### src/rtl/uart_multi_ch_driver.sv
// uart_multi_ch_driver
// Receives 8N1 bytes from the host, decodes two-byte commands and drives NUM_CH
// independent outputs that can be set, cleared, toggled or pulsed for a
// programmed time.
//
// Ports:
//   sys_clk       system clock
//   sys_rst_n     asynchronous active-low reset
//   serial_rx_in  UART RX line, idle high, asynchronous to sys_clk
//   ch_out        registered channel outputs
//   cmd_valid     one-cycle strobe: command executed
//   cmd_err       one-cycle strobe: command discarded
//   frame_err     one-cycle strobe: stop bit sampled low, byte dropped
module uart_multi_ch_driver #(
  parameter int unsigned CLKS_PER_BIT = 87,
  parameter int unsigned NUM_CH       = 4,
  parameter int unsigned PULSE_UNIT   = 10000,
  parameter int unsigned TIMEOUT_BITS = 20
) (
  input  logic              sys_clk,
  input  logic              sys_rst_n,
  input  logic              serial_rx_in,
  output logic [NUM_CH-1:0] ch_out,
  output logic              cmd_valid,
  output logic              cmd_err,
  output logic              frame_err
);

  localparam int unsigned BitCntW = $clog2(CLKS_PER_BIT);
  localparam int unsigned HalfBit = CLKS_PER_BIT / 2;
  localparam int unsigned ToLimit = TIMEOUT_BITS * CLKS_PER_BIT;
  localparam int unsigned ToCntW  = $clog2(ToLimit + 1);
  localparam int unsigned PscW    = (PULSE_UNIT > 1) ? $clog2(PULSE_UNIT) : 1;

  typedef enum logic [1:0] {StIdle, StStart, StData, StStop} rx_state_e;
  typedef enum logic {StWaitB0, StWaitB1} ps_state_e;

  // ---------------- RX path ----------------
  logic               r_rx_meta, r_rx_sync, r_rx_prev;
  rx_state_e          r_rx_state;
  logic [BitCntW-1:0] r_bit_cnt;
  logic [2:0]         r_bit_idx;
  logic [7:0]         r_rx_shift;
  logic               r_byte_done, r_frame_err;

  logic w_start_det, w_bit_end, w_frame_set, w_rx_busy;

  assign w_start_det = (r_rx_state == StIdle) && r_rx_prev && !r_rx_sync;
  assign w_bit_end   = (r_bit_cnt == BitCntW'(CLKS_PER_BIT - 1));
  assign w_frame_set = (r_rx_state == StStop) && w_bit_end && !r_rx_sync;
  assign w_rx_busy   = (r_rx_state != StIdle) || w_start_det;

  // Synchroniser and edge history reset low: after reset the line has to be
  // seen high before a falling edge can register as a start bit.
  always_ff @(posedge sys_clk or negedge sys_rst_n) begin
    if (!sys_rst_n) begin
      r_rx_meta <= 1'b0;
      r_rx_sync <= 1'b0;
      r_rx_prev <= 1'b0;
    end else begin
      r_rx_meta <= serial_rx_in;
      r_rx_sync <= r_rx_meta;
      r_rx_prev <= r_rx_sync;
    end
  end

  always_ff @(posedge sys_clk or negedge sys_rst_n) begin
    if (!sys_rst_n) begin
      r_rx_state  <= StIdle;
      r_bit_cnt   <= '0;
      r_bit_idx   <= '0;
      r_rx_shift  <= '0;
      r_byte_done <= 1'b0;
      r_frame_err <= 1'b0;
    end else begin
      r_byte_done <= 1'b0;
      r_frame_err <= 1'b0;
      case (r_rx_state)
        StIdle: begin
          if (w_start_det) begin
            r_rx_state <= StStart;
            r_bit_cnt  <= '0;
          end
        end
        StStart: begin
          if (r_bit_cnt == BitCntW'(HalfBit - 1)) begin
            r_bit_cnt <= '0;
            r_bit_idx <= '0;
            // A start bit that is gone by mid-bit was a glitch.
            r_rx_state <= r_rx_sync ? StIdle : StData;
          end else begin
            r_bit_cnt <= r_bit_cnt + BitCntW'(1);
          end
        end
        StData: begin
          if (w_bit_end) begin
            r_bit_cnt  <= '0;
            r_rx_shift <= {r_rx_sync, r_rx_shift[7:1]};
            if (r_bit_idx == 3'd7) r_rx_state <= StStop;
            else                   r_bit_idx  <= r_bit_idx + 3'd1;
          end else begin
            r_bit_cnt <= r_bit_cnt + BitCntW'(1);
          end
        end
        StStop: begin
          if (w_bit_end) begin
            r_bit_cnt  <= '0;
            r_rx_state <= StIdle;
            if (r_rx_sync) r_byte_done <= 1'b1;
            else           r_frame_err <= 1'b1;
          end else begin
            r_bit_cnt <= r_bit_cnt + BitCntW'(1);
          end
        end
        default: r_rx_state <= StIdle;
      endcase
    end
  end

  // ---------------- Command parser ----------------
  ps_state_e         r_ps_state;
  logic [2:0]        r_op, r_ch;
  logic [ToCntW-1:0] r_to_cnt;
  logic              r_cmd_valid, r_cmd_err;

  logic w_allclr, w_op_bad, w_ch_bad, w_b1_done, w_exec;

  assign w_allclr  = (r_op == 3'b111);
  assign w_op_bad  = r_op[2] && !w_allclr;
  assign w_ch_bad  = ({29'd0, r_ch} >= NUM_CH);
  assign w_b1_done = (r_ps_state == StWaitB1) && r_byte_done;
  assign w_exec    = w_b1_done && (w_allclr || (!w_op_bad && !w_ch_bad));

  always_ff @(posedge sys_clk or negedge sys_rst_n) begin
    if (!sys_rst_n) begin
      r_ps_state  <= StWaitB0;
      r_op        <= '0;
      r_ch        <= '0;
      r_to_cnt    <= '0;
      r_cmd_valid <= 1'b0;
      r_cmd_err   <= 1'b0;
    end else begin
      r_cmd_valid <= 1'b0;
      r_cmd_err   <= 1'b0;
      case (r_ps_state)
        StWaitB0: begin
          if (r_byte_done) begin
            r_op       <= r_rx_shift[7:5];
            r_ch       <= r_rx_shift[2:0];
            r_ps_state <= StWaitB1;
            // Counts cycles since byte0's byte_done, which is already one.
            r_to_cnt   <= ToCntW'(1);
          end
        end
        StWaitB1: begin
          // frame_set fires on the same edge that registers frame_err, so
          // cmd_err and frame_err appear together.
          if (w_frame_set) begin
            r_cmd_err  <= 1'b1;
            r_ps_state <= StWaitB0;
          end else if (r_byte_done) begin
            r_cmd_valid <= w_exec;
            r_cmd_err   <= !w_exec;
            r_ps_state  <= StWaitB0;
          end else if (w_rx_busy) begin
            r_to_cnt <= '0;
          end else if (r_to_cnt == ToCntW'(ToLimit - 1)) begin
            r_cmd_err  <= 1'b1;
            r_ps_state <= StWaitB0;
          end else begin
            r_to_cnt <= r_to_cnt + ToCntW'(1);
          end
        end
        default: r_ps_state <= StWaitB0;
      endcase
    end
  end

  // ---------------- Channel outputs and pulse engines ----------------
  logic [NUM_CH-1:0] r_ch_out, r_pls_active;
  logic [PscW-1:0]   r_psc   [NUM_CH];
  logic [7:0]        r_units [NUM_CH];

  always_ff @(posedge sys_clk or negedge sys_rst_n) begin
    if (!sys_rst_n) begin
      r_ch_out     <= '0;
      r_pls_active <= '0;
      for (int i = 0; i < NUM_CH; i++) begin
        r_psc[i]   <= '0;
        r_units[i] <= '0;
      end
    end else begin
      for (int i = 0; i < NUM_CH; i++) begin
        if (r_pls_active[i]) begin
          if (r_psc[i] == PscW'(PULSE_UNIT - 1)) begin
            r_psc[i]   <= '0;
            r_units[i] <= r_units[i] - 8'd1;
            if (r_units[i] == 8'd1) begin
              r_ch_out[i]     <= 1'b0;
              r_pls_active[i] <= 1'b0;
            end
          end else begin
            r_psc[i] <= r_psc[i] + PscW'(1);
          end
        end
        // Written after the expiry logic so a command on the expiry edge wins.
        if (w_exec && (w_allclr || (r_ch == 3'(i)))) begin
          r_pls_active[i] <= 1'b0;
          if (w_allclr) begin
            r_ch_out[i] <= 1'b0;
          end else begin
            case (r_op[1:0])
              2'b00: r_ch_out[i] <= 1'b0;
              2'b01: r_ch_out[i] <= 1'b1;
              2'b10: r_ch_out[i] <= ~r_ch_out[i];
              default: begin
                if (r_rx_shift == 8'd0) begin
                  r_ch_out[i] <= 1'b0;
                end else begin
                  r_ch_out[i]     <= 1'b1;
                  r_pls_active[i] <= 1'b1;
                  r_psc[i]        <= '0;
                  r_units[i]      <= r_rx_shift;
                end
              end
            endcase
          end
        end
      end
    end
  end

  assign ch_out    = r_ch_out;
  assign cmd_valid = r_cmd_valid;
  assign cmd_err   = r_cmd_err;
  assign frame_err = r_frame_err;

endmodule

### config.mk
export PLATFORM = sky130hd
export DESIGN_NAME = uart_multi_ch_driver
export DESIGN_NICKNAME = d
export VERILOG_FILES = /design/src/rtl/uart_multi_ch_driver.sv
export SDC_FILE = /design/constraint.sdc
export NUM_CORES = 1
export LEC_CHECK = 0
export ABC_AREA = 1
export CAP_MARGIN = 10
export CORE_ASPECT_RATIO = 2
export CORE_MARGIN = 2
export CORE_UTILIZATION = 64
export DETAILED_ROUTE_END_ITERATION = 8
export PLACE_DENSITY = 0.92
export SYNTH_ARGS = -nofsm -noshare
export SYNTH_HDL_FRONTEND = slang
export SYNTH_SLANG_ARGS = --single-unit
### constraint.sdc
create_clock -name sys_clk -period 1.8 [get_ports sys_clk]
set_input_delay 0.36 -clock sys_clk [delete_from_list [all_inputs] [get_ports sys_clk]]
set_output_delay 0.36 -clock sys_clk [all_outputs]
set_load 0.02 [all_outputs]
* Word level (Yosys, flattened, before mapping)
Index checks and enable logic that the tools add are counted.
** Cells by class
- Order comparisons :: 1
- Shift operators :: 0
- Eq/ne operators :: 31
- Bitwise gates (word level) :: 5
- $mul :: 0
- Divide/modulo/power cells :: 0
- Muxes and demuxes :: 132
- Add/subtract/negate cells :: 11
- Reductions and logical operators :: 52
** Operator list (count)
- 14-bit 2-to-1 mux :: 24
- 8-bit 2-to-1 mux :: 24
- 1-bit 2-to-1 mux :: 58
- 14-bit by 1-bit adder with 14-bit output, second input constant :: 4
- 14-bit equality test, second input constant :: 4
- 11-bit 2-to-1 mux :: 5
- 8-bit by 1-bit equality test with 1-bit output, second input constant :: 4
- 8-bit by 1-bit subtractor with 8-bit output, second input constant :: 4
- 2-bit nonzero test :: 14
- 11-bit one-hot mux with 2 select lines :: 1
- 7-bit 2-to-1 mux :: 3
- 7-bit one-hot mux with 3 select lines :: 1
- 2-bit inequality test, second input constant :: 9
- 1-bit logical AND :: 12
- 2-bit 2-to-1 mux :: 6
- 1-bit one-hot mux with 3 select lines :: 4
- 3-bit AND reduction :: 4
- 11-bit by 1-bit adder with 11-bit output, second input constant :: 1
- 11-bit equality test, second input constant :: 1
- 3-bit 2-to-1 mux :: 3
- 8-bit logical NOT :: 1
- 2-bit one-hot mux with 4 select lines :: 1
- 4-bit AND reduction :: 2
- 7-bit by 1-bit adder with 7-bit output, second input constant :: 1
- 21 further kinds :: 41
** Word-level totals
- Memory bits (read-only) :: 0
- Bits in registers :: 141
- Bits in writable memories :: 0
- Input port bits :: 3
- Memories kept :: 0
- Latch bits :: 0

* Logic depth before layout (Yosys ltp)
Gate-level depths: netlist of run 1.
- Depth after elaboration :: 11
- Mapped depth :: 12
- Gate-level depth less buffers :: 12

* Worst setup path after synthesis of run 1
OpenSTA, ideal clock, no wires.
- Path type :: reg-to-reg
- Start point :: register r_psc[28] (netlist name)
- End point :: register r_units[23] (netlist name)
- Arrival time :: 1397 ps
- Stages on the path, launching flop included :: 13
- Setup slack :: 286 ps
- Library setup time :: 116 ps
- Buffers on the path :: 0
- Cell sequence :: dfrtp_1 > ha_1 > inv_1 > nor2_1 > nand3_1 > nor2_1 > inv_1 > nand2_1 > nand2_1 > nand2_1 > nand2_1 > nand2_1 > nand2_1
** On the way
- Longest elaborated chain between the ends :: 7
** RTL lines
- start: declaration :: line 181 : logic [PscW-1:0] r_psc [NUM_CH];
- start signal: indexed assignment :: line 203 : r_psc[i] <= r_psc[i] + PscW'(1);
- 14-bit equality test (*) :: line 195 : if (r_psc[i] == PscW'(PULSE_UNIT - 1)) begin
- 8-bit 2-to-1 mux (*) :: line 195
- 8-bit 2-to-1 mux (*) :: line 194 : if (r_pls_active[i]) begin
- 8-bit 2-to-1 mux :: line 217 : if (r_rx_shift == 8'd0) begin
- 8-bit 2-to-1 mux :: line 212 : case (r_op[1:0])
- 8-bit 2-to-1 mux :: line 209 : if (w_allclr) begin
- 8-bit 2-to-1 mux (*) :: line 207 : if (w_exec && (w_allclr || (r_ch == 3'(i)))) begin
- end signal: indexed assignment :: line 197 : r_units[i] <= r_units[i] - 8'd1;
- end signal: indexed assignment :: line 223 : r_units[i] <= r_rx_shift;
- end: declaration :: line 182 : logic [7:0] r_units [NUM_CH];
Mark *: on every way between the ends. The rest lies on a longest branch, timed or not.
A chain may end at the register's enable or synchronous reset.

* Worst setup path after layout of run 1
- Start point :: register r_bit_cnt[0]
- End point :: register r_to_cnt[2]
** On the way
- Longest elaborated chain between the ends :: 5
** RTL lines
- start: declaration :: line 41 : logic [BitCntW-1:0] r_bit_cnt;
- start signal: assignment :: line 92 : r_bit_cnt <= r_bit_cnt + BitCntW'(1);
- start signal: assignment :: line 102 : r_bit_cnt <= r_bit_cnt + BitCntW'(1);
- start signal: assignment :: line 112 : r_bit_cnt <= r_bit_cnt + BitCntW'(1);
- 7-bit equality test :: line 49 : assign w_bit_end = (r_bit_cnt == BitCntW'(CLKS_PER_BIT - 1));
- 1-bit logical AND (2 in a row) :: line 50 : assign w_frame_set = (r_rx_state == StStop) && w_bit_end && !r_rx_sync;
- 2-bit inequality test (no source line)
- 4-bit AND reduction (no source line)
- end signal: assignment :: line 152 : r_to_cnt <= ToCntW'(1);
- end signal: assignment :: line 171 : r_to_cnt <= r_to_cnt + ToCntW'(1);
- end: declaration :: line 123 : logic [ToCntW-1:0] r_to_cnt;
No other way between the ends.

==> results.txt, run 1 <==
- Outcome: finished with violations
- Violated checks: setup timing
- Final clock skew: 0.00969 ns
* Total power density per cell area: 866 nW/um^2
- Setup violations remaining at the end of the flow were counted as 1.
- Share of synthesized flip-flops with an asynchronous set or reset: 100%
* Type of the worst min-delay path: reg -> reg
- Worst-path maximum fanout: 7
* Cell taking the most area after synthesis: sky130_fd_sc_hd__dfrtp_1
* Vias in the first global route: 7,608
- Routability Congestion: 0.924
- Fraction of layout instances using a drive strength above 1: 11.1%
- Final critical-path required period: 1.81 ns
* Post-Place Cell Area: 8660 um^2
- Of the available clock period, the critical path in the final layout requires 100%.
* Chip height: 165 um
- CP arrival: 2.13 ns
- Entering global routing, the biggest net connects 41 pins.
- Final Hold Violating Endpoints: 0
- The clock net in this run drives a total of 141 sinks.
* Core utilization of the finished layout: 74.7%
* Peak VDD IR: 0.815 mV
* Tightest Pin Transition: 0.612 ns
* Synthesis Warnings: 0
- Total I/O pin count: 10
- Num CTS Buffers: 17
- Area of the mapped netlist: 8340 um^2
* Final std cells w/o fill: 1,346
- The first detailed-routing pass took 8 iterations.
* Residual overflow from global routing: 0
- Net count of the mapped netlist: 1,162
- Clock-pin slew was measured on the worst setup and hold paths at 0.06 ns.
- Startpoint Class: flop
- In this run, synthesis produced a sequential element count of 141.
* Sequential-to-total area share from yosys stat: 42.3%
- The repair_antennas step left the layout with diodes totalling 0.
- Biggest area contributors in the synthesized netlist: sky130_fd_sc_hd__dfrtp_1, sky130_fd_sc_hd__nand2_1, sky130_fd_sc_hd__nor2_1
* FP Rows: 59
* Overall die width: 84.7 um
* Flop-to-flop setup slack: -0.005 ns
- In this run the mean area of a mapped cell was 7.32 um^2.
- During placement, the flow inserted port buffers numbering 9.
* Buffers from clock root to sink, at most: 2
* Number of standard cells after synthesis: 1,140
- Post-synthesis cell type count: 41
- In this run the remaining antenna-violating nets after routing total 0.
- Clock H-tree levels: 4
- Aggregate negative setup slack: -0.00502 ns
- The synthesized design contains 0 enable-type register cells.
- The initial antenna violation count is 0.
* Setup repair after global routing missed its margin: yes
* Routed len/inst: 15.5 um
- Vias post-DR: 7,878
- Highest achievable clock rate: 0.554 GHz
- The HPWL after detailed placement is 13.5 mm.
* Area inside the core boundary: 12,800 um^2
- Setup slack on the critical path of the routed design comes to -0.00502 ns.
* Leakage power summed over all cells: 4.79 nW
* Required time at the worst-slack endpoint: 2.13 ns
- Starting density of the core: 64.9%
- After the first detailed-routing iteration, the DRC count stood at 683.
- Area of all placed cells without fillers: 9600 um^2
- Die Area: 14,000 um^2
- In this design, the largest share of critical-path delay is due to simple AND/OR/NAND/NOR gates.
- All-layer global routing usage: 30.3%
- The final-report max-slew violation count is 0.
- STA classifies the critical path endpoint as a flop.
- Area added between synthesis and finish: 15.1%
* Max-cap violations: 0
- Vias per std cell: 5.85
- Sequence of cells on the critical path: inv_2, ha_2, nand3_1, nor2_2, buf_4, nand3_4, inv_2, nand2_4, nand2_2, nor2_4, o21ai_0
- In this design, the stage delay of the slowest critical-path cell is 0.40 ns.
- Critical path's most frequent cell: sky130_fd_sc_hd__inv_2
* Total Wirelength: 20.8 mm
- The net count of the finished layout is 1,204.
- The critical path is of the reg -> reg type.
- Insertion delay of the later-clocked pin in the worst-skew pair: 0.42 ns
- Among all stages on the critical path, the largest delay is contributed by sky130_fd_sc_hd__dfrtp_1.
- The top cell type by area accounts for 42.3% of the synthesized area.
- Crit path buf inv count: 3
- Ys flop type: sky130_fd_sc_hd__dfrtp_1
- Worst relative slew slack: 58.7%
- The first global-routing pass estimated 34.5 mm of wire.
- TritonCTS clock tree: yes
* Placed Instances: 1,303
- Detailed-route DRC error count: 0
- Clock Root Buffer: sky130_fd_sc_hd__clkbuf_16
==> worst paths after layout <==
check | from | end | cells after the start
worst max-delay path | r_bit_cnt[0] | r_to_cnt[2] | 11
worst min-delay path | r_rx_meta | r_rx_sync | 0
worst max register to register | r_bit_cnt[0] | r_to_cnt[2] | 11
worst min register to register | r_rx_meta | r_rx_sync | 0
max in group asynchronous | sys_rst_n | r_rx_state[0] | 3
min in group asynchronous | sys_rst_n | r_psc[7] | 2
==> logic make-up after synthesis <==
family | share of synthesized area [%]
simple gates | 36.7
buf+inv | 8.13
flops | 42.3
compound gates | 6.03
xor+xnor | 3.99
fa+ha+maj | 2.85
==> per-layer routing <==
layer | part of all wire, % | up-vias | GRT usage [%] | routed length, um
met1 | 39 | 3679 | 35.8 | 8060
met4 | 4.2 | 0 | 14.2 | 872
li1 | - | 3733 | - | -
met5 | 0 | - | 0 | 0
met2 | 51 | 369 | 53.3 | 10700
met3 | 5.9 | 97 | 4.92 | 1240
==> power by group <==
group	internal, mW	switching, mW
registers	3.23	0.0769
clock network	3.05	1.35
logic	0.213	0.390
total	6.49	1.82
==> timing repair <==
action | 4_1_cts | 5_1_grt
hold buffers | 1 | 0
buffers inserted | 0 | 10
pin swaps | 0 | 7
cloned | 0 | 1
setup endpoints to repair | 5 | 52
gates resized for setup | 2 | 35
hold endpoints to repair | 36 | 0
==> final cells by class <==
cell class                 instances  area, um^2
tap                              152         190
sequential                       141        3530
timing repair buffer              39         348
clock inverter                    12         289
multi-input combinational        840        4250
fill                             872        3240
inverter                         143         547
clock buffer                      19         443
==> metrics by stage <==
| step | worst slack, ns | hold slack (ns) | power [mW] |
|---|---|---|---|
| floorplan | 0.286 | 0.0644 | 3.64 |
| detailed placement | -0.00327 | 0.299 | 3.85 |
| global route | -0.0734 | 0.368 | 8.51 |
| global placement | 0.112 | 0.295 | 3.82 |
| finish | -0.00502 | 0.353 | 8.31 |
| CTS | 0.00831 | 0.353 | 8.21 |
==> Yosys cell counts (3+ instances only) <==
cell type,instances
sky130_fd_sc_hd__nand2_1,317
sky130_fd_sc_hd__nor2_1,164
sky130_fd_sc_hd__dfrtp_1,141
sky130_fd_sc_hd__inv_1,132
sky130_fd_sc_hd__nand3_1,89
sky130_fd_sc_hd__o21ai_0,61
sky130_fd_sc_hd__nand4_1,34
sky130_fd_sc_hd__xor2_1,31
sky130_fd_sc_hd__nor3_1,25
sky130_fd_sc_hd__ha_1,19
sky130_fd_sc_hd__a21oi_1,13
sky130_fd_sc_hd__nand2_4,9
sky130_fd_sc_hd__nor2_2,8
sky130_fd_sc_hd__buf_6,7
sky130_fd_sc_hd__nand2_2,7
sky130_fd_sc_hd__nor4_1,7
sky130_fd_sc_hd__xnor2_1,7
sky130_fd_sc_hd__inv_2,6
sky130_fd_sc_hd__o21ai_1,6
sky130_fd_sc_hd__or2_2,6
sky130_fd_sc_hd__nor3b_1,5
sky130_fd_sc_hd__o31ai_1,5
sky130_fd_sc_hd__clkbuf_1,4
sky130_fd_sc_hd__inv_4,4
sky130_fd_sc_hd__and3_1,3
sky130_fd_sc_hd__buf_2,3
sky130_fd_sc_hd__buf_4,3
sky130_fd_sc_hd__nand3b_1,3
sky130_fd_sc_hd__nor3_2,3
==> registers in the layout, indices dropped and copies added, names as in the netlist, 3 cells and up, named ones only <==
register,count
r_rx_shift,8
r_psc,56
r_op,3
ch_out,4
r_bit_cnt,7
r_ch,3
r_units,32
r_pls_active,4
r_to_cnt,11
r_bit_idx,3
==> cell usage in the layout, fill, tap and decap left out, types with 5 or more instances in the layout <==
master                            instances
sky130_fd_sc_hd__o21ai_1                  8
sky130_fd_sc_hd__xnor2_1                  7
sky130_fd_sc_hd__nor2_4                   6
sky130_fd_sc_hd__or2_2                    6
sky130_fd_sc_hd__nor3_1                  24
sky130_fd_sc_hd__ha_1                    15
sky130_fd_sc_hd__nand4_1                 34
sky130_fd_sc_hd__inv_1                  129
sky130_fd_sc_hd__o31ai_1                  5
sky130_fd_sc_hd__nand2_4                 13
sky130_fd_sc_hd__inv_2                    9
sky130_fd_sc_hd__bufinv_16                9
sky130_fd_sc_hd__nand2_1                313
sky130_fd_sc_hd__clkdlybuf4s50_1          5
sky130_fd_sc_hd__xor2_1                  31
sky130_fd_sc_hd__nor2_2                   9
sky130_fd_sc_hd__buf_4                   27
sky130_fd_sc_hd__o21ai_0                 58
sky130_fd_sc_hd__dfrtp_1                140
sky130_fd_sc_hd__nor2_1                 159
sky130_fd_sc_hd__nand2_2                  7
sky130_fd_sc_hd__nor4_1                   7
sky130_fd_sc_hd__clkbuf_16               17
sky130_fd_sc_hd__a21oi_1                 13
sky130_fd_sc_hd__nand3_1                 88
Note: power is estimated with default switching activity, not from simulation.
==> run 2, diff against run 1 <==
--- a/config.mk
+++ b/config.mk
@@ -12,6 +12,7 @@
 export CORE_UTILIZATION = 64
 export DETAILED_ROUTE_END_ITERATION = 8
 export PLACE_DENSITY = 0.92
+export RECOVER_POWER = 100
 export SYNTH_ARGS = -nofsm -noshare
 export SYNTH_HDL_FRONTEND = slang
 export SYNTH_SLANG_ARGS = --single-unit
==> run 2 against run 1 <==
Against the previous run:
- the flow now finishes without violations
- clock power hardly changed
- die area stayed put
- design area is 0.35% lower
- combinational power is 1% lower
- clock-buffer cell count stayed put
- sequential share of layout area is 0.13 points higher
- worst setup slack better by 0.015 ns
- worst hold slack hardly changed
- maximum frequency is 0.86% higher
- wire length is 0.16% lower
- utilization is 0.26 points lower
- first-iteration DRC count is 0.88% lower
- largest cell class unchanged
==> results.txt, run 2 (synthesis gave the netlist of run 1 again) <==
- Area added between synthesis and finish: 14.7%
* Crit. Startpoint: ch_out[0]
- On the critical path, the stage with the largest delay is an instance of sky130_fd_sc_hd__clkdlybuf4s50_1.
- Proportion of power drawn by flip-flops and latches: 39.8% (about the same)
- Clock transition at the register clock pins on the worst setup and hold paths after CTS: 0.06 ns (about the same)
* Final critical-path required period: 1.79 ns (-0.0153 ns)
* Routed len/inst: 15.5 um (-0.16%)
- Required time at the worst-slack endpoint: 1.44 ns (-0.69 ns)
- The proportion of power drawn by combinational gates is 7.2% (about the same).
- The most critical setup path has its endpoint at ch_out[0].
- The antenna diode count is 0 (unchanged).
- Biggest regs: r_psc x56, r_units x32, r_to_cnt x11
- The maximum count of clock buffers along a single path is 2 (unchanged).
- The global-route usage over all layers came to 30.3% (unchanged).
* Pre-antenna DRT Iters: 9 (+1)
* Detail Route Antenna Nets: 0 (unchanged)
- The final-report max-slew violation count is 0 (unchanged).
- Max-cap violations: 0 (unchanged)
* Switching part of the total: 22.0% (+0.050 points)
- DRT iter0 DRCs: 677 (-0.88%)
- The power share of the clock group was 53.0% (about the same).
- Worst setup path class: reg -> out
- Critical register-to-register path startpoint: r_bit_cnt[0]
- The total number of vias was 7,897 (+0.24%).
- Met1 track demand over resource in global routing: 35.8% (unchanged)
* Final Hold Violating Endpoints: 0 (unchanged)
- Residual overflow from global routing: 0 (unchanged)
- The final hold slack came to 0.353 ns (-0.000124 ns).
- The final critical-path share of the clock period was 99.4% (-0.85 points).
* Tightest Pin Transition: 0.768 ns (+0.155 ns)
- The library cells used most frequently in the layout, excluding fill and tap cells, are sky130_fd_sc_hd__nand2_1, sky130_fd_sc_hd__nor2_1, sky130_fd_sc_hd__dfrtp_1.
* Peak-usage layer in the global routing report: met2
- Flop-to-flop setup slack: 0.02 ns (+0.03 ns)
- The arrival time at the worst endpoint was 1.43 ns (-0.70 ns).
- The worst max-slew margin expressed relative to the limit was 48.8% (-9.9 points).
- The power density normalized to cell area was 868 nW/um^2 (+0.28%).
- Pin count of the biggest net entering global routing: 41 (unchanged)
- The number of stages on the worst setup path came to 1 (-10).
- The final clock skew is 0.00940 ns (-0.000298 ns).
- The total die area is 14,000 um^2 (unchanged).
- The worst setup path is captured at an output pin.
- The total non-filler cell area in the finished layout was 9570 um^2 (-0.35%).
- The total power came to 8.30 mW (about the same).
- Met3 usage in global routing: 4.92% (unchanged)
- STA classifies the critical path startpoint as a flop.
* Outcome: complete, no violations
* M2 GR Usage: 53.3% (unchanged)
- Reg2Reg Depth: 9 (-2)
* Post-Place Cell Area: 8660 um^2 (unchanged)
- The path class of the tightest hold or removal check is reg -> reg.
- The worst ir drop on vdd was 0.817 mV (+0.28%).
- Leakage power summed over all cells: 4.77 nW (-0.30%)
* Detailed-route DRC error count: 0 (unchanged)
- The total clock sinks was 141 (unchanged).
- The final net count was 1,204 (unchanged).
* Internal power component: 6.48 mW (-0.14%)
- Overall die width: 84.7 um (unchanged)
- The total buffers and inverters traversed by the critical path is 1 (-2).
- The worst register-to-register path ends at r_rx_shift[5].
- Vias per std cell: 5.87 (+0.24%)
- The via count of the first global-routing pass was 7,608 (unchanged).
- The wire length of the first global-routing pass came to 34.5 mm (unchanged).
* Max reg flops: 56 (unchanged)
- The standard-cell row count came to 59 (unchanged).
* Worst-path maximum fanout: 3 (-4)
- Clock H-tree levels: 4 (unchanged)
- The number of setup violations in the final report was 0 (-1).
- Most frequent standard cell in the layout excluding fill and tap cells: sky130_fd_sc_hd__nand2_1
- Clock Root Buffer: sky130_fd_sc_hd__clkbuf_16
* Detailed-placement wirelength estimate: 13.5 mm (unchanged)
- IO Port Bufs: 9 (unchanged)
* Area inside the core boundary: 12,800 um^2 (unchanged)
- Maximum single-stage delay on the critical path: 0.62 ns (+0.22 ns)
- Highest achievable clock rate: 0.559 GHz (+0.86%)
- The die height came to 165 um (unchanged).
- TritonCTS clock tree: yes
* Net switching power of the design: 1.82 mW (+0.16%)
* Sequence of cells on the critical path: clkdlybuf4s50_1
* Setup repair after global routing missed its margin: yes
* Num CTS Buffers: 17 (unchanged)
- Routability Congestion: 0.924 (unchanged)
- Total I/O pin count: 10 (unchanged)
- Cell family contributing the most delay on the critical path: buffers and inverters
* Starting density of the core: 64.9% (unchanged)
* Fraction of layout instances using a drive strength above 1: 11.1% (-0.084 points)
* Insertion delay of the later-clocked pin in the worst-skew pair: 0.43 ns (about the same)
- Reg with most FFs: r_psc
* Number of antenna violations at the first check in global routing: 0 (unchanged)
* Total Wirelength: 20.8 mm (-0.16%)
[run 2: changes by cell type in the layout (fill, tap and decap cells not counted), sizes merged]
cell | before | now
clkbuf | 19 | 22
dlygate4sd3 | 1 | 2
buf | 30 | 27
clkdlybuf4s50 | 5 | 4
[run 2: routing by layer]
layer	part of all wire (%)	routed length, um
met1	38	8000
met2	51	10700
met3	6.2	1280
met4	4.0	839
met5	0	0
[run 2: through the flow]
| step | instances | setup slack [ns] | TNS, ns | util [%] |
|---|---|---|---|---|
| 2_1_floorplan | 1140 | 0.286 | 0 | - |
| 5_1_grt | 1346 | -0.0734 | -0.276 | 74.5 |
| 6_report | 1346 | 0.0103 | 0 | 74.5 |
| 3_3_place_gp | 1303 | 0.112 | 0 | 67.4 |
| 3_5_place_dp | 1303 | -0.00327 | -0.00327 | 67.4 |
| 4_1_cts | 1335 | 0.00831 | 0 | 73.2 |
[run 2: what timing repair did]
item / 4_1_cts / 5_1_grt
resized for setup: 2 / 35
hold endpoints to repair: 36 / 0
setup endpoints to repair: 5 / 52
pin swaps: 0 / 7
hold buffers: 1 / 0
cloned: 0 / 1
setup buffers: 0 / 10
[run 2: power by group through the flow]
stage | Clock (mW) | Combinational (mW) | Sequential (mW)
2_1_floorplan | 0 | 0.302 | 3.34
3_3_place_gp | 0 | 0.472 | 3.35
3_5_place_dp | 0 | 0.492 | 3.36
4_1_cts | 4.40 | 0.509 | 3.30
5_1_grt | 4.54 | 0.652 | 3.31
6_report | 4.40 | 0.594 | 3.31
[run 2: how the worst min path moves through the flow]
| stage | startpoint | end | slack [ns] | cells past startpoint |
|---|---|---|---|---|
| after global routing | r_rx_meta | r_rx_sync | 0.37 | 0 |
| final | r_rx_meta | r_rx_sync | 0.35 | 0 |
| after detailed placement | sys_rst_n | r_psc[6] | 0.30 | 1 |
| after CTS | r_rx_meta | r_rx_sync | 0.35 | 0 |
| after floorplan | sys_rst_n | asynchronous set/reset pin | 0.06 | 0 |
| after global placement | sys_rst_n | r_psc[6] | 0.29 | 1 |
[run 2: cell type report]
type                    count  area, um^2
well taps                 152         190
flip-flops and latches    141        3530
inverters                 143         547
fillers                   878        3280
clock inverters            12         289
clock buffers              19         443
multi-input cells         840        4250
repair buffers             39         314
==> run 3, diff against run 2 <==
--- a/config.mk
+++ b/config.mk
@@ -13,6 +13,8 @@
 export DETAILED_ROUTE_END_ITERATION = 8
 export PLACE_DENSITY = 0.92
 export RECOVER_POWER = 100
+export SETUP_SLACK_MARGIN = 0.15
 export SYNTH_ARGS = -nofsm -noshare
 export SYNTH_HDL_FRONTEND = slang
 export SYNTH_SLANG_ARGS = --single-unit
+export TNS_END_PERCENT = 100
==> run 3 against run 2 <==
Against the previous run:
- the flow now finishes with violations (setup timing)
- flip-flop and latch count did not move
- design area increased by 5.4%
- worst setup slack worse by 0.029 ns
- utilization is 4.0 points higher
- total power up 1.3%
- sequential share of layout area decreased by 1.9 points
- critical endpoint is now r_units[19]
- combinational power grew 11%
- first-iteration DRC count is 64% higher
- critical path depth grew 9
- global-route usage is 0.89 points higher
- clock power about the same
==> results.txt, run 3 (synthesis gave the netlist of run 1 again) <==
- The run finished, with violations left.
- Violated checks: setup timing
- The final hold slack came to 0.354 ns (+0.000655 ns).
* Chip height: 165 um (unchanged)
- Clk sinks: 141 (unchanged)
- Final std cells w/o fill: 1,363 (+1.3%)
- The clock insertion delay at the later pin of the skew report came to 0.43 ns (about the same).
- Core utilization of the finished layout: 78.5% (+4.0 points)
* Num CTS Buffers: 17 (unchanged)
- Detailed-route DRC error count: 0 (unchanged)
- The worst setup path is captured at a flop.
* DRT iter0 DRCs: 1,112 (+64%)
- Pre-antenna DRT Iters: 6 (-3)
* TritonCTS clock tree: yes
* Worst-path maximum fanout: 4 (+1)
- The largest net degree at the start of global routing was 41 (unchanged).
- All-layer global routing usage: 31.2% (+0.89 points)
- The final-report max-slew violation count is 0 (unchanged).
- The final critical-path share of the clock period is 101% (+1.6 points).
* Buffers from clock root to sink, at most: 2 (unchanged)
- Least setup slack across all paths after layout: -0.0187 ns (-0.0290 ns)
- Routed len/inst: 18.2 um (+18%)
* Final Hold Violating Endpoints: 0 (unchanged)
- NumNets Final: 1,221 (+1.4%)
- Clock H-tree levels: 4 (unchanged)
- The worst max-slew margin expressed relative to the limit came to 48.7% (-0.13 points).
- Ranked by flip-flop count, first place goes to r_psc.
- The arrival time at the worst endpoint is 2.13 ns (+0.70 ns).
- The final estimated routing congestion in global placement was 0.924 (unchanged).
- The highest clock rate is 0.550 GHz (-1.6%).
- Area added between synthesis and finish: 20.9%
* Required time at the worst-slack endpoint: 2.11 ns (+0.67 ns)
- Total I/O pin count: 10 (unchanged)
- The root buffer cell chosen for the clock tree is sky130_fd_sc_hd__clkbuf_16.
- Detail Route Antenna Nets: 0 (unchanged)
- Max reg flops: 56 (unchanged)
- Filler Cell Count: 769 (-12%)
* Setup repair after global routing missed its margin: yes
- Placed Instances: 1,303 (unchanged)
* Fraction of layout instances using a drive strength above 1: 16.6% (+5.5 points)
- The wire length of the first global-routing pass came to 35.4 mm (+2.6%).
- Peak VDD IR: 0.846 mV (+3.5%)
- The largest registers in the layout are r_psc x56, r_units x32, r_to_cnt x11.
* Sequential Area: 3530 um^2 (+0.11%)
- Combined area of the multi-input logic cells: 4620 um^2 (+8.6%)
- Clock transition at the register clock pins on the worst setup and hold paths after CTS: 0.06 ns (about the same)
* Starting density of the core: 64.9% (unchanged)
- Total Wirelength: 24.8 mm (+19%)
- The final clock skew came to 0.0106 ns (+0.00125 ns).
- Total power consumption of the routed design: 8.41 mW (+1.3%)
- Vias in the first global route: 7,755 (+1.9%)
- Startpoint Class: flop
- Aggregate negative setup slack: -0.0187 ns (-0.0187 ns)
- Detailed-placement wirelength estimate: 13.5 mm (unchanged)
- Worst setup path class: reg -> reg
- Type of the worst min-delay path: reg -> reg
- Die Area: 14,000 um^2 (unchanged)
* Leakage power summed over all cells: 4.87 nW (+2.2%)
- Most frequent standard cell in the layout excluding fill and tap cells: sky130_fd_sc_hd__nand2_1
* Area inside the core boundary: 12,800 um^2 (unchanged)
- The shortest period the worst path allows came to 1.82 ns (+0.0290 ns).
* IO Port Bufs: 9 (unchanged)
- The antenna diode count is 0 (unchanged).
- The total number of vias came to 8,511 (+7.8%).
* Vias per std cell: 6.24 (+6.4%)
- The horizontal die dimension is 84.7 um (unchanged).
- Commonest cells after routing, fill and taps aside: sky130_fd_sc_hd__nand2_1, sky130_fd_sc_hd__nor2_1, sky130_fd_sc_hd__dfrtp_1
- Final setup violation count: 1 (+1)
- The power density normalized to cell area is 834 nW/um^2 (-3.9%).
- Max-cap violations: 0 (unchanged)
- The worst-margin pin slew was 0.770 ns (+0.00200 ns).
- Number of antenna violations at the first check in global routing: 0 (unchanged)
* FP Rows: 59 (unchanged)
- The sum of overflow across all layers after global routing is 0 (unchanged).
==> run 3: cell count changes in the layout (fill, tap and decap cells not counted), sizes merged <==
cell and change:
buf +16, nand2 +1, clkdlybuf4s50 -4, dlygate4sd2 +6
dlymetal6s2s -2
==> run 3: through the flow <==
stage	worst slack [ns]	cell area, um^2
floorplan	0.286	8340
global placement	0.112	8660
detailed placement	-0.00327	8660
CTS	0.137	9530
global route	-0.0144	10100
finish	-0.0187	10100
==> run 3: per-layer routing <==
metal,part of all wire [%],GRT usage [%],vias to the layer above,routed length (um)
met3,7.7,5.57,177,1910
met4,5.8,15.4,0,1450
met2,50,54.3,572,12500
met1,36,36.8,3990,8960
met5,0,0,-,0
li1,-,-,3772,-
==> run 3: path summary, 6_finish.rpt <==
path                           start  cells after the start     endpoint  slack (ns)
max                        r_psc[28]                     10  r_units[19]       -0.02
min                        r_rx_meta                      0    r_rx_sync        0.35
max reg2reg                r_psc[28]                     10  r_units[19]       -0.02
min reg2reg                r_rx_meta                      0    r_rx_sync        0.35
max in group asynchronous  sys_rst_n                      3  r_to_cnt[9]        0.30
min in group asynchronous  sys_rst_n                      2     r_psc[7]        0.39
==> run 3: worst max-delay path: stages, from the launching register on <==
cell                      delay (ns)
sky130_fd_sc_hd__dfrtp_1        0.43
sky130_fd_sc_hd__ha_4           0.20
sky130_fd_sc_hd__inv_2          0.05
sky130_fd_sc_hd__nor2_1         0.11
sky130_fd_sc_hd__nand3_1        0.16
sky130_fd_sc_hd__nor2_4         0.23
sky130_fd_sc_hd__nand2_4        0.10
sky130_fd_sc_hd__nor2_4         0.11
sky130_fd_sc_hd__nand3_1        0.10
sky130_fd_sc_hd__nand3_1        0.11
sky130_fd_sc_hd__nand2_1        0.08
==> run 3: layout make-up <==
| type | instances | share of cell area (%) |
|---|---|---|
| Multi-Input combinational cell | 841 | 45.8 |
| Sequential cell | 141 | 35.0 |
| Inverter | 143 | 5.50 |
| Timing Repair Buffer | 55 | 4.50 |
| Clock buffer | 19 | 4.39 |
| Clock inverter | 12 | 2.87 |
| Tap cell | 152 | 1.89 |
==> run 3: what timing repair did <==
action / CTS / global route
endpoints found under the hold margin: 36 / 0
buffers inserted: 6 / 20
hold buffers: 1 / 0
endpoints found under the setup margin: 68 / 115
pin swaps: 5 / 40
resized for setup: 31 / 102
cloned: 1 / 1
==> run 3: where the power goes <==
group	total, mW	internal [mW]	switching (mW)
clock network	4.43	3.04	1.39
registers	3.32	3.23	0.0884
logic	0.659	0.228	0.431
